$ cat src/rtl/stack_ram_ctrl.sv
// Stack data store: one push/pop per request on an internal RAM, with occupancy and error reporting.
// Latency: done two edges after the request edge; requests arriving while busy are dropped, never queued.
module stack_ram_ctrl #(
    parameter int         WIDTH = 8,
    parameter logic [7:0] BASE  = 8'hB0,
    parameter logic [7:0] TOP   = 8'hFF,
    parameter int         DEPTH = 80
) (
    input  logic             clk,
    input  logic             rst,
    input  logic             en,
    input  logic             rw,
    input  logic [7:0]       address,
    input  logic [WIDTH-1:0] wdata,
    output logic [WIDTH-1:0] rdata,
    output logic             done,
    output logic             busy,
    output logic             err,
    output logic [6:0]       count,
    output logic             full,
    output logic             empty
);

    localparam int AW = $clog2(DEPTH);

    typedef enum logic [1:0] {
        S_IDLE,
        S_ACCESS,
        S_DONE
    } state_t;

    state_t           state_q, state_d;
    logic [7:0]       addr_q;
    logic             rw_q;
    logic [WIDTH-1:0] wdata_q;
    logic [WIDTH-1:0] rdata_q, rdata_d;
    logic [6:0]       count_q, count_d;
    logic             err_q, err_d;
    logic             latch_req;
    logic             mem_we;
    logic [7:0]       off;
    logic             in_range;
    logic [AW-1:0]    idx;
    logic             full_w, empty_w;

    logic [WIDTH-1:0] mem [DEPTH];

    // Wrapping subtraction folds both range bounds into one unsigned compare.
    assign off      = addr_q - BASE;
    assign in_range = (off <= (TOP - BASE));
    assign idx      = AW'(off);

    assign full_w  = (count_q == 7'(DEPTH));
    assign empty_w = (count_q == 7'd0);

    always_comb begin
        state_d   = state_q;
        count_d   = count_q;
        rdata_d   = rdata_q;
        err_d     = err_q;
        latch_req = 1'b0;
        mem_we    = 1'b0;
        case (state_q)
            S_IDLE: begin
                if (en) begin
                    latch_req = 1'b1;
                    state_d   = S_ACCESS;
                end
            end
            S_ACCESS: begin
                state_d = S_DONE;
                err_d   = 1'b0;
                if (!in_range) begin
                    err_d = 1'b1;
                end else if (!rw_q) begin
                    if (full_w) begin
                        err_d = 1'b1;
                    end else begin
                        mem_we  = 1'b1;
                        count_d = count_q + 7'd1;
                    end
                end else begin
                    if (empty_w) begin
                        err_d = 1'b1;
                    end else begin
                        rdata_d = mem[idx];
                        count_d = count_q - 7'd1;
                    end
                end
            end
            S_DONE: begin
                state_d = S_IDLE;
            end
            default: begin
                state_d = S_IDLE;
            end
        endcase
    end

    always_ff @(posedge clk) begin
        if (rst) begin
            state_q <= S_IDLE;
            count_q <= 7'd0;
            rdata_q <= '0;
            err_q   <= 1'b0;
            addr_q  <= 8'd0;
            rw_q    <= 1'b0;
            wdata_q <= '0;
        end else begin
            state_q <= state_d;
            count_q <= count_d;
            rdata_q <= rdata_d;
            err_q   <= err_d;
            if (latch_req) begin
                addr_q  <= address;
                rw_q    <= rw;
                wdata_q <= wdata;
            end
        end
    end

    // RAM contents survive reset; only the write strobe is gated by it.
    always_ff @(posedge clk) begin
        if (mem_we && !rst) begin
            mem[idx] <= wdata_q;
        end
    end

    assign rdata = rdata_q;
    assign done  = (state_q == S_DONE);
    assign err   = (state_q == S_DONE) && err_q;
    assign busy  = (state_q != S_IDLE);
    assign count = count_q;
    assign full  = full_w;
    assign empty = empty_w;

endmodule

$ cat config.mk
export PLATFORM = sky130hd
export DESIGN_NAME = stack_ram_ctrl
export DESIGN_NICKNAME = d
export VERILOG_FILES = /design/src/rtl/stack_ram_ctrl.sv
export SDC_FILE = /design/constraint.sdc
export NUM_CORES = 1
export LEC_CHECK = 0
export ABC_CLOCK_PERIOD_IN_PS = 3100
export CAP_MARGIN = 15
export CORE_ASPECT_RATIO = 1.4
export CORE_MARGIN = 4
export CORE_UTILIZATION = 61
export DETAILED_ROUTE_END_ITERATION = 16
export HOLD_SLACK_MARGIN = 0.08
export PLACE_DENSITY = 0.78
export SLEW_MARGIN = 40
export SYNTH_ARGS = -nofsm -noshare
export SYNTH_HDL_FRONTEND = slang
export SYNTH_SLANG_ARGS = --single-unit
$ cat constraint.sdc
create_clock -name clk -period 3.1 [get_ports clk]
set_input_delay 0.62 -clock clk [delete_from_list [all_inputs] [get_ports clk]]
set_output_delay 0.62 -clock clk [all_outputs]
set_load 0.1 [all_outputs]
==> summary.md, run 1 <==
| Metric | Value |
|---|---|
| Via-to-Cell Ratio | `6.841` |
| Yosys reg bits | `675` |
| Max transition margin | `39.83%` |
| Final period utilization | `97.85%` |
| Netlist cell types | `between 60 and 70` |
| Async S/R FF share, synth | `0%` |
| Initial antenna violation count | `0` |
| Post-synthesis mux area share | `9.168%` |
| CP max stage delay | `480 ps` |
| Complex-gate fraction of the synthesized area | `between 8 and 9%` |
| Fmax | `0.3297 GHz` |
| Seq/Total Area, Yosys | `74.51%` |
| Post-synth EDFFs | `640` |
| Hold Fails Final Rpt | `0` |
| # port buffers | `39` |
| Worst-path clk slew | `70 ps` |
| Simple-gate share of the synthesized area | `around 5.1%` |
| Hold crit path type | `reg2reg` |
| Cells after synthesis | `1,619` |
| Starting Density | `61.83%` |
| RSZ-0062 raised after global routing | `false` |
| Die Area | `47,290 sq um` |
| MaxCap Viol Count | `0` |
| Final Max Slew Viols | `0` |
| Syn Std Cell Area | `26,730 sq um` |
| Skew-Pair Late Insertion Delay | `590 ps` |
| Final wirelength | `74,020 um` |
| H-tree levels | `2` |
| Synth Area in XOR/XNOR | `0.2621%` |
| Vias in the first global route | `16,530` |
| WL per Instance | `slightly above 30 um` |
| Iteration-0 DRC Markers | `2,278` |
| CTS tree | `yes` |
| Cell chain of the critical path | `ha_1, nor2_1, or3_4, nor4_4, buf_4, nand3_2, nor2_1, buf_4` |
| Bufs on Longest Clock Path | `3` |
| Post-synthesis adder-cell area fraction | `0.3557%` |
| Ant diodes | `0` |
| Die Height | `255.7 um` |
| Final WS setup | `about 67 ps` |
| Overall Global Routing Usage | `31.16%` |
| Yosys warning count | `0` |
| First-pass GRT wire length | `108,500 um` |
| CTS Buf Count | `57` |
| DPL Wire Length | `48,360 um` |
| Largest net degree at the start of global routing | `82` |
| Synthesis-to-layout area growth | `14.47%` |
| Number of core rows | `90` |
| DRT Pass-1 Iters | `6` |
| WP data required | `3410 ps` |
| Status | `finished clean` |
| DRC errors left | `0` |
| Clock sinks | `675` |
| Post-Synthesis Net Count | `1,646` |
| Critical path's slowest cell | `nand3_2` |
| Post-Route Skew | `14.21 ps` |
| Chip Width | `184.9 um` |
| Global placer's final weighted congestion | `about 1` |
| I/O Pins | `40` |
| Post-layout util | `70.77%` |
| Pwr dens | `590.9 nW/um^2` |
| Worst IR Drop VDD | `0.4175 mV` |
| Slew at the pin closest to its max-slew limit | `901.6 ps` |
| Worst setup path class | `reg2reg` |
| Crit-path leading delay family | `simple AND/OR/NAND/NOR gates` |
| Fin Setup TNS | `0 ps` |
| Main combinational cell family by area after synthesis | `multiplexers` |
| CP Capture Type | `register` |
| Crit path arrival time | `3340 ps` |
| Ys flop type | `edfxtp_1` |
| Lkg Pwr | `9.544 nW` |
| Routed Antenna Nets | `0` |
| Buf/Inv on CP | `2` |
| Placeable Area | `43,240 sq um` |
| Crit path time final | `3033 ps` |
| Largest fanout on the critical path | `10` |
| Place WS | `38.36 ps` |
| Final setup viols | `0` |
| Share of post-route cells with drive strength above 1 | `23.16%` |
| Worst setup SP type | `register` |
| Root Buffer | `clkbuf_16` |
| Synthesized area per cell | `16.51 sq um` |
| Total number of vias | `16,390` |
| Gr ovfl total | `0` |
| Fin nets | `1,829` |
==> what timing repair did <==
action                     CTS  global route
setup endpoints to repair    0             2
setup buffers                0             0
hold buffers                 0             0
resized for setup            0             2
==> cell usage in the layout, fill, tap and decap left out, types with 6 or more instances in the layout <==
cell type and count:
o211ai_1 7, a21oi_1 60, nor2_1 145, o221ai_1 18, a221oi_1 60, o21ai_0 45
clkinv_1 12, a31oi_1 7, inv_1 9, buf_4 193, dfxtp_1 19, a22oi_1 42
edfxtp_1 640, o311ai_0 6, nor3_1 8, buf_12 8, mux2_2 61, ha_1 6
o22ai_1 16, clkbuf_1 13, clkbuf_16 57, a22o_1 9, a221o_1 12, clkdlybuf4s50_1 19
and2_1 7, dfxtp_2 11, nand2_1 95, mux4_2 41, nand3_1 9, xnor2_1 7
a211oi_1 12, mux2i_1 84, clkinv_2 10
==> cell families after synthesis <==
group	count (synthesis)
buffers and inverters	110
flip-flops	675
AND/OR/NAND/NOR	307
multiplexers	186
XOR/XNOR	8
AO/OA/AOI/OAI	326
adder cells (fa/ha/maj)	7
==> power by group <==
part	total, mW	leakage (nW)	switching, mW	internal, mW
clock network	6.73	0.843	3.07	3.65
registers	10.1	5.73	0.0770	10.0
logic	1.28	2.97	0.847	0.433
==> per-layer routing <==
metal	GRT usage, %	share of wire (%)	up-vias
met2	50.86	49	1179
met3	6.568	10	281
met5	0	0	-
met4	18.09	7.4	0
li1	-	-	6814
met1	38.54	33	8117
==> flip-flops by register name, summed over array words and instances (netlist names) <==
signal	cells
mem	640
addr_q	8
rdata	8
wdata_q	8
count	7
state_q	2
err_q	1
rw_q	1
==> worst paths after layout <==
check	end	slack [ps]	start	cells after the start
worst max-delay path	mem[66][0]$_DFFE_PP_	70	addr_q[4]$_SDFFE_PP0P_	8
worst min-delay path	err_q$_SDFFE_PP0P_	450	err_q$_SDFFE_PP0P_	2
worst max register to register	mem[66][0]$_DFFE_PP_	70	addr_q[4]$_SDFFE_PP0P_	8
worst min register to register	err_q$_SDFFE_PP0P_	450	err_q$_SDFFE_PP0P_	2
==> synth_stat cells, types with 39 or more instances <==
library cell  count  area share, %
a21oi_1          60            1.1
a221oi_1         61            2.0
a22oi_1          42            1.2
buf_2            44           0.82
clkbuf_1         39           0.55
edfxtp_1        640             72
mux2_2           61            2.6
mux2i_1          84            3.1
mux4_2           41            3.5
nand2_1          95            1.3
nor2_1          146            2.0
o21ai_0          46           0.86
==> per-stage QoR <==
step           area [sq um]  hold WS [ps]  cells  power [mW]
6_report              30600         453.7   2396       18.08
3_3_place_gp          28830         440.3   2294       11.49
3_5_place_dp          28870         443.0   2295       11.51
5_1_grt               30600         474.0   2396       18.56
4_1_cts               30600         457.0   2396       18.09
2_1_floorplan         26770         429.2   1619       10.94
==> tightest hold or removal path, stage by stage, from the launching register on <==
cell	delay [ps]
dfxtp_1	310
inv_1	50
a211oi_1	50
==> layout make-up <==
type                       instances  area, sq um
tap                              552        690.7
inverter                          12        45.04
clock buffer                      75         1544
sequential                       675        19950
clock inverter                    26        181.4
multi-input combinational        834         6367
fill                            2604        12640
timing repair buffer             222         1822
No activity file was read; power rests on OpenSTA's default activity.
==> run 2, diff against run 1 <==
DONT_BUFFER_PORTS = 1   (was unset)
PLACE_DENSITY = 0.77   (was 0.78)
==> summary.md, run 2 (synthesis results as in run 1) <==
| Metric | Value |
|---|---|
| Status | `finished clean` |
| Critical path's slowest cell | `dfxtp_4` |
| Ant diodes | `0 (unchanged)` |
| Reg-to-Reg End | `rdata[3]$_SDFFE_PP0P_` |
| Pwr dens | `612.9 nW/um^2 (+3.7%)` |
| Lkg Pwr | `9.539 nW (about the same)` |
| MaxCap Viol Count | `0 (unchanged)` |
| Gr ovfl total | `0 (unchanged)` |
| DPL Wire Length | `49,010 um (+1.3%)` |
| Max transition margin | `41.37% (+1.5 points)` |
| Post-Route Skew | `20.77 ps (+6.566 ps)` |
| WP data required | `3560 ps (+150 ps)` |
| I/O Pins | `40 (unchanged)` |
| Cell chain of the critical path | `buf_12, inv_2, buf_4, a221oi_1, nor2_1, o311ai_0, o211ai_1, o21ai_0, a211oi_1` |
| Skew-Pair Late Insertion Delay | `610 ps (+20 ps)` |
| Global placer's final weighted congestion | `0.9689 (-0.79%)` |
| Iteration-0 DRC Markers | `2,432 (+6.8%)` |
| Clock sinks | `675 (unchanged)` |
| Number of core rows | `90 (unchanged)` |
| Fin nets | `1,806 (-1.3%)` |
| Worst setup path class | `reg2reg` |
| WL per Instance | `32.13 um (+4.0%)` |
| Seq pwr share | `53.8% (-1.9 points)` |
| Switching Power | `4.135 mW (+3.5%)` |
| Bufs on Longest Clock Path | `3 (unchanged)` |
| Worst IR Drop VDD | `0.4740 mV (+14%)` |
| Buf/Inv on CP | `3 (+1)` |
| CTS tree | `yes` |
| H-tree levels | `2 (unchanged)` |
| RR Startpoint | `addr_q[1]$_SDFFE_PP0P_` |
| Logic pwr share | `6.6% (-0.5 points)` |
| Overall Global Routing Usage | `32.19% (+1.0 points)` |
| Crit path arrival time | `3520 ps (+180 ps)` |
| Post-Place Cells | `2,267 (-1.2%)` |
| Chip Width | `184.9 um (unchanged)` |
| CP Capture Type | `register` |
| Max reg flops | `640 (unchanged)` |
| Commonest cells after routing, fill and taps aside | `640 x edfxtp_1, 181 x buf_4, 144 x nor2_1` |
| Routed Antenna Nets | `0 (unchanged)` |
| Root Buffer | `clkbuf_16` |
| Cells on Worst Hold Path | `2 (unchanged)` |
| P_int | `14.64 mW (+3.9%)` |
| # port buffers | `0 (-100%)` |
| RSZ-0062 raised after global routing | `false` |
| Worst setup SP type | `register` |
| Final setup viols | `0 (unchanged)` |
| Final wirelength | `76,430 um (+3.3%)` |
| Slew at the pin closest to its max-slew limit | `879.4 ps (-22.12 ps)` |
| Die Height | `255.7 um (unchanged)` |
| Cts repair resizes | `0 (unchanged)` |
| DRC errors left | `0 (unchanged)` |
| Hold_ws | `138.3 ps (-315.4 ps)` |
| Reg2reg setup slack | `40 ps (-20 ps)` |
| Initial antenna violation count | `2 (+2)` |
| Worst-path clk slew | `60 ps (about the same)` |
| Fmax | `0.3270 GHz (-0.81%)` |
| R2R depth | `9 (+1)` |
| Endpoint, Worst Hold | `addr_q[1]$_SDFFE_PP0P_` |
| Worst min-delay path startpoint | `address[1]` |
| Final period utilization | `98.64% (+0.80 points)` |
| Post-layout util | `70.86% (+0.087 points)` |
| Hold Fails Final Rpt | `0 (unchanged)` |
| Final Max Slew Viols | `0 (unchanged)` |
| Vias in the first global route | `16,590 (+0.33%)` |
| Hold crit path type | `in2reg` |
| Crit-path leading delay family | `compound AO/OA/AOI/OAI gates` |
| Synthesis-to-layout area growth | `14.61%` |
| Share of post-route cells with drive strength above 1 | `23.59% (+0.43 points)` |
| Largest fanout on the critical path | `39 (+29)` |
| Power share of the clock group | `39.6% (+2.4 points)` |
| Placeable Area | `43,240 sq um (unchanged)` |
| First-pass GRT wire length | `111,300 um (+2.6%)` |
| Crit path time final | `3058 ps (+24.66 ps)` |
| Largest net degree at the start of global routing | `82 (unchanged)` |
| Sw frac | `22.02% (-0.072 points)` |
| Die Area | `47,290 sq um (unchanged)` |
| Post-route cell area | `30,640 sq um (+0.12%)` |
| Area post-placement | `28,650 sq um (-0.78%)` |
| Commonest non-fill, non-tap cell in the layout | `edfxtp_1` |
| CP max stage delay | `660 ps (+180 ps)` |
| Fin Setup TNS | `0 ps (unchanged)` |
| DRT Pass-1 Iters | `6 (unchanged)` |
| Total number of vias | `16,510 (+0.70%)` |
| CTS Buf Count | `59 (+3.5%)` |
| Via-to-Cell Ratio | `6.938 (+1.4%)` |
| Largest Register | `mem` |
| Starting Density | `61.83% (unchanged)` |
| Fin cells | `2,379 (-0.71%)` |
## run 2: cell count changes in the layout (fill, tap and decap cells not counted), sizes merged
cell and change:
clkdlybuf4s50 -19, buf -7, bufinv +5, clkinv +5
clkbuf -1, dlygate4sd3 +1, inv -1
## run 2: worst max path at each step
| stage | cells past startpoint | slack, ps | startpoint | end |
|---|---|---|---|---|
| 5_1_grt | 8 | 30 | addr_q[2]$_SDFFE_PP0P_ | rdata[1]$_SDFFE_PP0P_ |
| 3_3_place_gp | 9 | 180 | addr_q[1]$_SDFFE_PP0P_ | rdata[3]$_SDFFE_PP0P_ |
| 3_5_place_dp | 9 | 180 | addr_q[1]$_SDFFE_PP0P_ | rdata[3]$_SDFFE_PP0P_ |
| 2_1_floorplan | 6 | 20 | count[1]$_SDFFE_PP0P_ | rdata[6]$_SDFFE_PP0P_ |
| 4_1_cts | 9 | 110 | addr_q[1]$_SDFFE_PP0P_ | rdata[3]$_SDFFE_PP0P_ |
| 6_report | 9 | 40 | addr_q[1]$_SDFFE_PP0P_ | rdata[3]$_SDFFE_PP0P_ |
## run 2: repair_timing
action,in CTS,in global routing
hold endpoints to repair,29,0
hold buffers,2,0
setup endpoints to repair,0,1
buffers inserted,0,1
## run 2: worst register-to-register path, delay by kind of cell (launching register included)
kind | cells | cell delay [ps]
flops | 1 | 660
buf+inv | 3 | 930
compound gates | 5 | 1250
simple gates | 1 | 90
## run 2: area by class of cell
cell class                 count  area, sq um
clock inverter                35        346.6
clock buffer                  74         1605
fill                        2630        12600
tap                          552        690.7
multi-input combinational    834         6361
sequential                   675        19960
timing repair buffer         197         1632
inverter                      12        45.04
## run 2: routing by layer
metal  GRT usage [%]  share of wire (%)
met2           50.89                 48
met3           6.042                9.5
met1           41.46                 34
met4           19.77                7.8
met5               0              0.022
## run 2: power by group through the flow
stage	combinational (mW)	clock, mW	sequential, mW
floorplan	0.650	0	10.3
global placement	1.16	0	10.3
detailed placement	1.18	0	10.3
CTS	1.20	7.45	10.1
global route	1.27	7.85	10.1
finish	1.24	7.43	10.1
## run 2: through the flow
| step | power [mW] | setup WS [ps] |
|---|---|---|
| 4_1_cts | 18.75 | 107.7 |
| 5_1_grt | 19.23 | 34.38 |
| 3_5_place_dp | 11.48 | 183.9 |
| 2_1_floorplan | 10.94 | 24.48 |
| 6_report | 18.78 | 42.13 |
| 3_3_place_gp | 11.46 | 181.8 |
==> run 3, diff against run 2 <==
SETUP_SLACK_MARGIN = 0.3   (was unset)
==> summary.md, run 3 (synthesis results as in run 1) <==
| Metric | Value |
|---|---|
| Worst setup path class | `reg2reg` |
| Area post-placement | `28,570 sq um (-0.27%)` |
| Routed Antenna Nets | `0 (unchanged)` |
| Status | `finished clean` |
| Total number of vias | `16,490 (-0.091%)` |
| Clock sinks | `675 (unchanged)` |
| Worst setup SP type | `register` |
| CTS tree | `yes` |
| Post-route cell area | `30,620 sq um (about the same)` |
| Max reg flops | `640 (unchanged)` |
| DRT Pass-1 Iters | `5 (-1)` |
| Die Area | `47,290 sq um (unchanged)` |
| Pwr dens | `603.7 nW/um^2 (-1.5%)` |
| Largest net degree at the start of global routing | `82 (unchanged)` |
| Final wirelength | `75,410 um (-1.3%)` |
| H-tree levels | `2 (unchanged)` |
| Chip Width | `184.9 um (unchanged)` |
| Via-to-Cell Ratio | `6.964 (+0.37%)` |
| Fin nets | `1,797 (-0.50%)` |
| Fin Setup TNS | `0 ps (unchanged)` |
| RSZ-0062 raised after global routing | `true` |
| Fmax | `0.3411 GHz (+4.3%)` |
| Design Power | `18.48 mW (-1.6%)` |
| Crit path arrival time | `3420 ps (-100 ps)` |
| MaxCap Viol Count | `0 (unchanged)` |
| Skew-Pair Late Insertion Delay | `610 ps (about the same)` |
| WP data required | `3590 ps (+30 ps)` |
| Post-Route Skew | `21.98 ps (+1.209 ps)` |
| Number of core rows | `90 (unchanged)` |
| Initial antenna violation count | `2 (unchanged)` |
| Worst IR Drop VDD | `0.4824 mV (+1.8%)` |
| Synthesis-to-layout area growth | `14.52% (about the same)` |
| Max transition margin | `45.26% (+3.9 points)` |
| DRC errors left | `0 (unchanged)` |
| Starting Density | `61.83% (unchanged)` |
| Gr ovfl total | `0 (unchanged)` |
| I/O Pins | `40 (unchanged)` |
| Bufs on Longest Clock Path | `3 (unchanged)` |
| Commonest non-fill, non-tap cell in the layout | `edfxtp_1` |
| Ant diodes | `0 (unchanged)` |
| Post-layout util | `70.80% (about the same)` |
| Final period utilization | `94.57% (-4.1 points)` |
| First-pass GRT wire length | `109,400 um (-1.7%)` |
| Commonest cells after routing, fill and taps aside | `640 x edfxtp_1, 168 x buf_4, 145 x nor2_1` |
| Crit path time final | `2932 ps (-126.1 ps)` |
| Share of post-route cells with drive strength above 1 | `23.73% (+0.14 points)` |
| Hold Fails Final Rpt | `0 (unchanged)` |
| Die Height | `255.7 um (unchanged)` |
| # port buffers | `0 (unchanged)` |
| Root Buffer | `clkbuf_16` |
| WL per Instance | `31.85 um (-0.87%)` |
| Hold crit path type | `in2reg` |
| Lkg Pwr | `9.491 nW (-0.50%)` |
| Final Max Slew Viols | `0 (unchanged)` |
| Worst-path clk slew | `70 ps (about the same)` |
| Iteration-0 DRC Markers | `2,486 (+2.2%)` |
| Final setup viols | `0 (unchanged)` |
| CTS Buf Count | `58 (-1.7%)` |
| Largest Register | `mem` |
| Placeable Area | `43,240 sq um (unchanged)` |
| Slew at the pin closest to its max-slew limit | `820.2 ps (-59.20 ps)` |
| Global placer's final weighted congestion | `1.111 (+15%)` |
| CP Capture Type | `register` |
| Largest fanout on the critical path | `19 (-51%)` |
| Vias in the first global route | `16,430 (-0.93%)` |
| DPL Wire Length | `47,410 um (-3.3%)` |
| Overall Global Routing Usage | `31.43% (-0.76 points)` |
[run 3: final timing paths]
check / depth (start not counted) / to / slack [ps] / startpoint
worst max-delay path: 9 / rdata[3]$_SDFFE_PP0P_ / 170 / addr_q[1]$_SDFFE_PP0P_
worst min-delay path: 1 / rdata[3]$_SDFFE_PP0P_ / 100 / rst
worst max register to register: 9 / rdata[3]$_SDFFE_PP0P_ / 170 / addr_q[1]$_SDFFE_PP0P_
worst min register to register: 2 / err_q$_SDFFE_PP0P_ / 480 / err_q$_SDFFE_PP0P_
[run 3: critical path, cell delays in order (launching register included)]
cell and delay (ps):
dfxtp_4 570, buf_4 370, and2_1 290, buf_4 280
a22o_1 180, a221oi_1 70, o21ai_0 250, nor3b_1 240
o21ai_0 190, a211oi_1 360
[run 3: cell type report]
type,count,area [sq um]
timing repair buffer,189,1640
clock inverter,30,270.3
sequential,675,19970
inverter,12,45.04
fill,2630,12620
clock buffer,76,1583
multi-input combinational,834,6415
tap,552,690.7
[run 3: repair_timing]
| action | in CTS | in global routing |
|---|---|---|
| gates cloned | 0 | 1 |
| hold endpoints to repair | 27 | 0 |
| gates resized for setup | 10 | 9 |
| hold buffers | 2 | 0 |
| pin swaps | 0 | 0 |
| buffers inserted | 1 | 3 |
| setup endpoints to repair | 7 | 167 |
[run 3: routing by layer]
| layer | up-vias | global-route usage (%) | share of wire [%] |
|---|---|---|---|
| li1 | 6764 | - | - |
| met1 | 8084 | 40.38 | 33 |
| met2 | 1330 | 50.12 | 48 |
| met3 | 313 | 6.170 | 12 |
| met4 | 0 | 18.26 | 7.5 |
| met5 | - | 0 | 0 |
[run 3: power breakdown]
| group | internal (mW) | total, mW | switching (mW) |
|---|---|---|---|
| combinational | 0.421 | 1.26 | 0.835 |
| sequential | 10.0 | 10.1 | 0.0909 |
| clock | 3.99 | 7.14 | 3.14 |
[run 3: per-stage QoR]
step	hold WS, ps	worst slack [ps]	instances
after floorplan	429.2	176.3	1619
after global placement	432.2	101.6	2254
after detailed placement	455.5	95.69	2255
after CTS	89.03	185.0	2364
after global routing	83.47	133.4	2368
final	95.04	168.2	2368
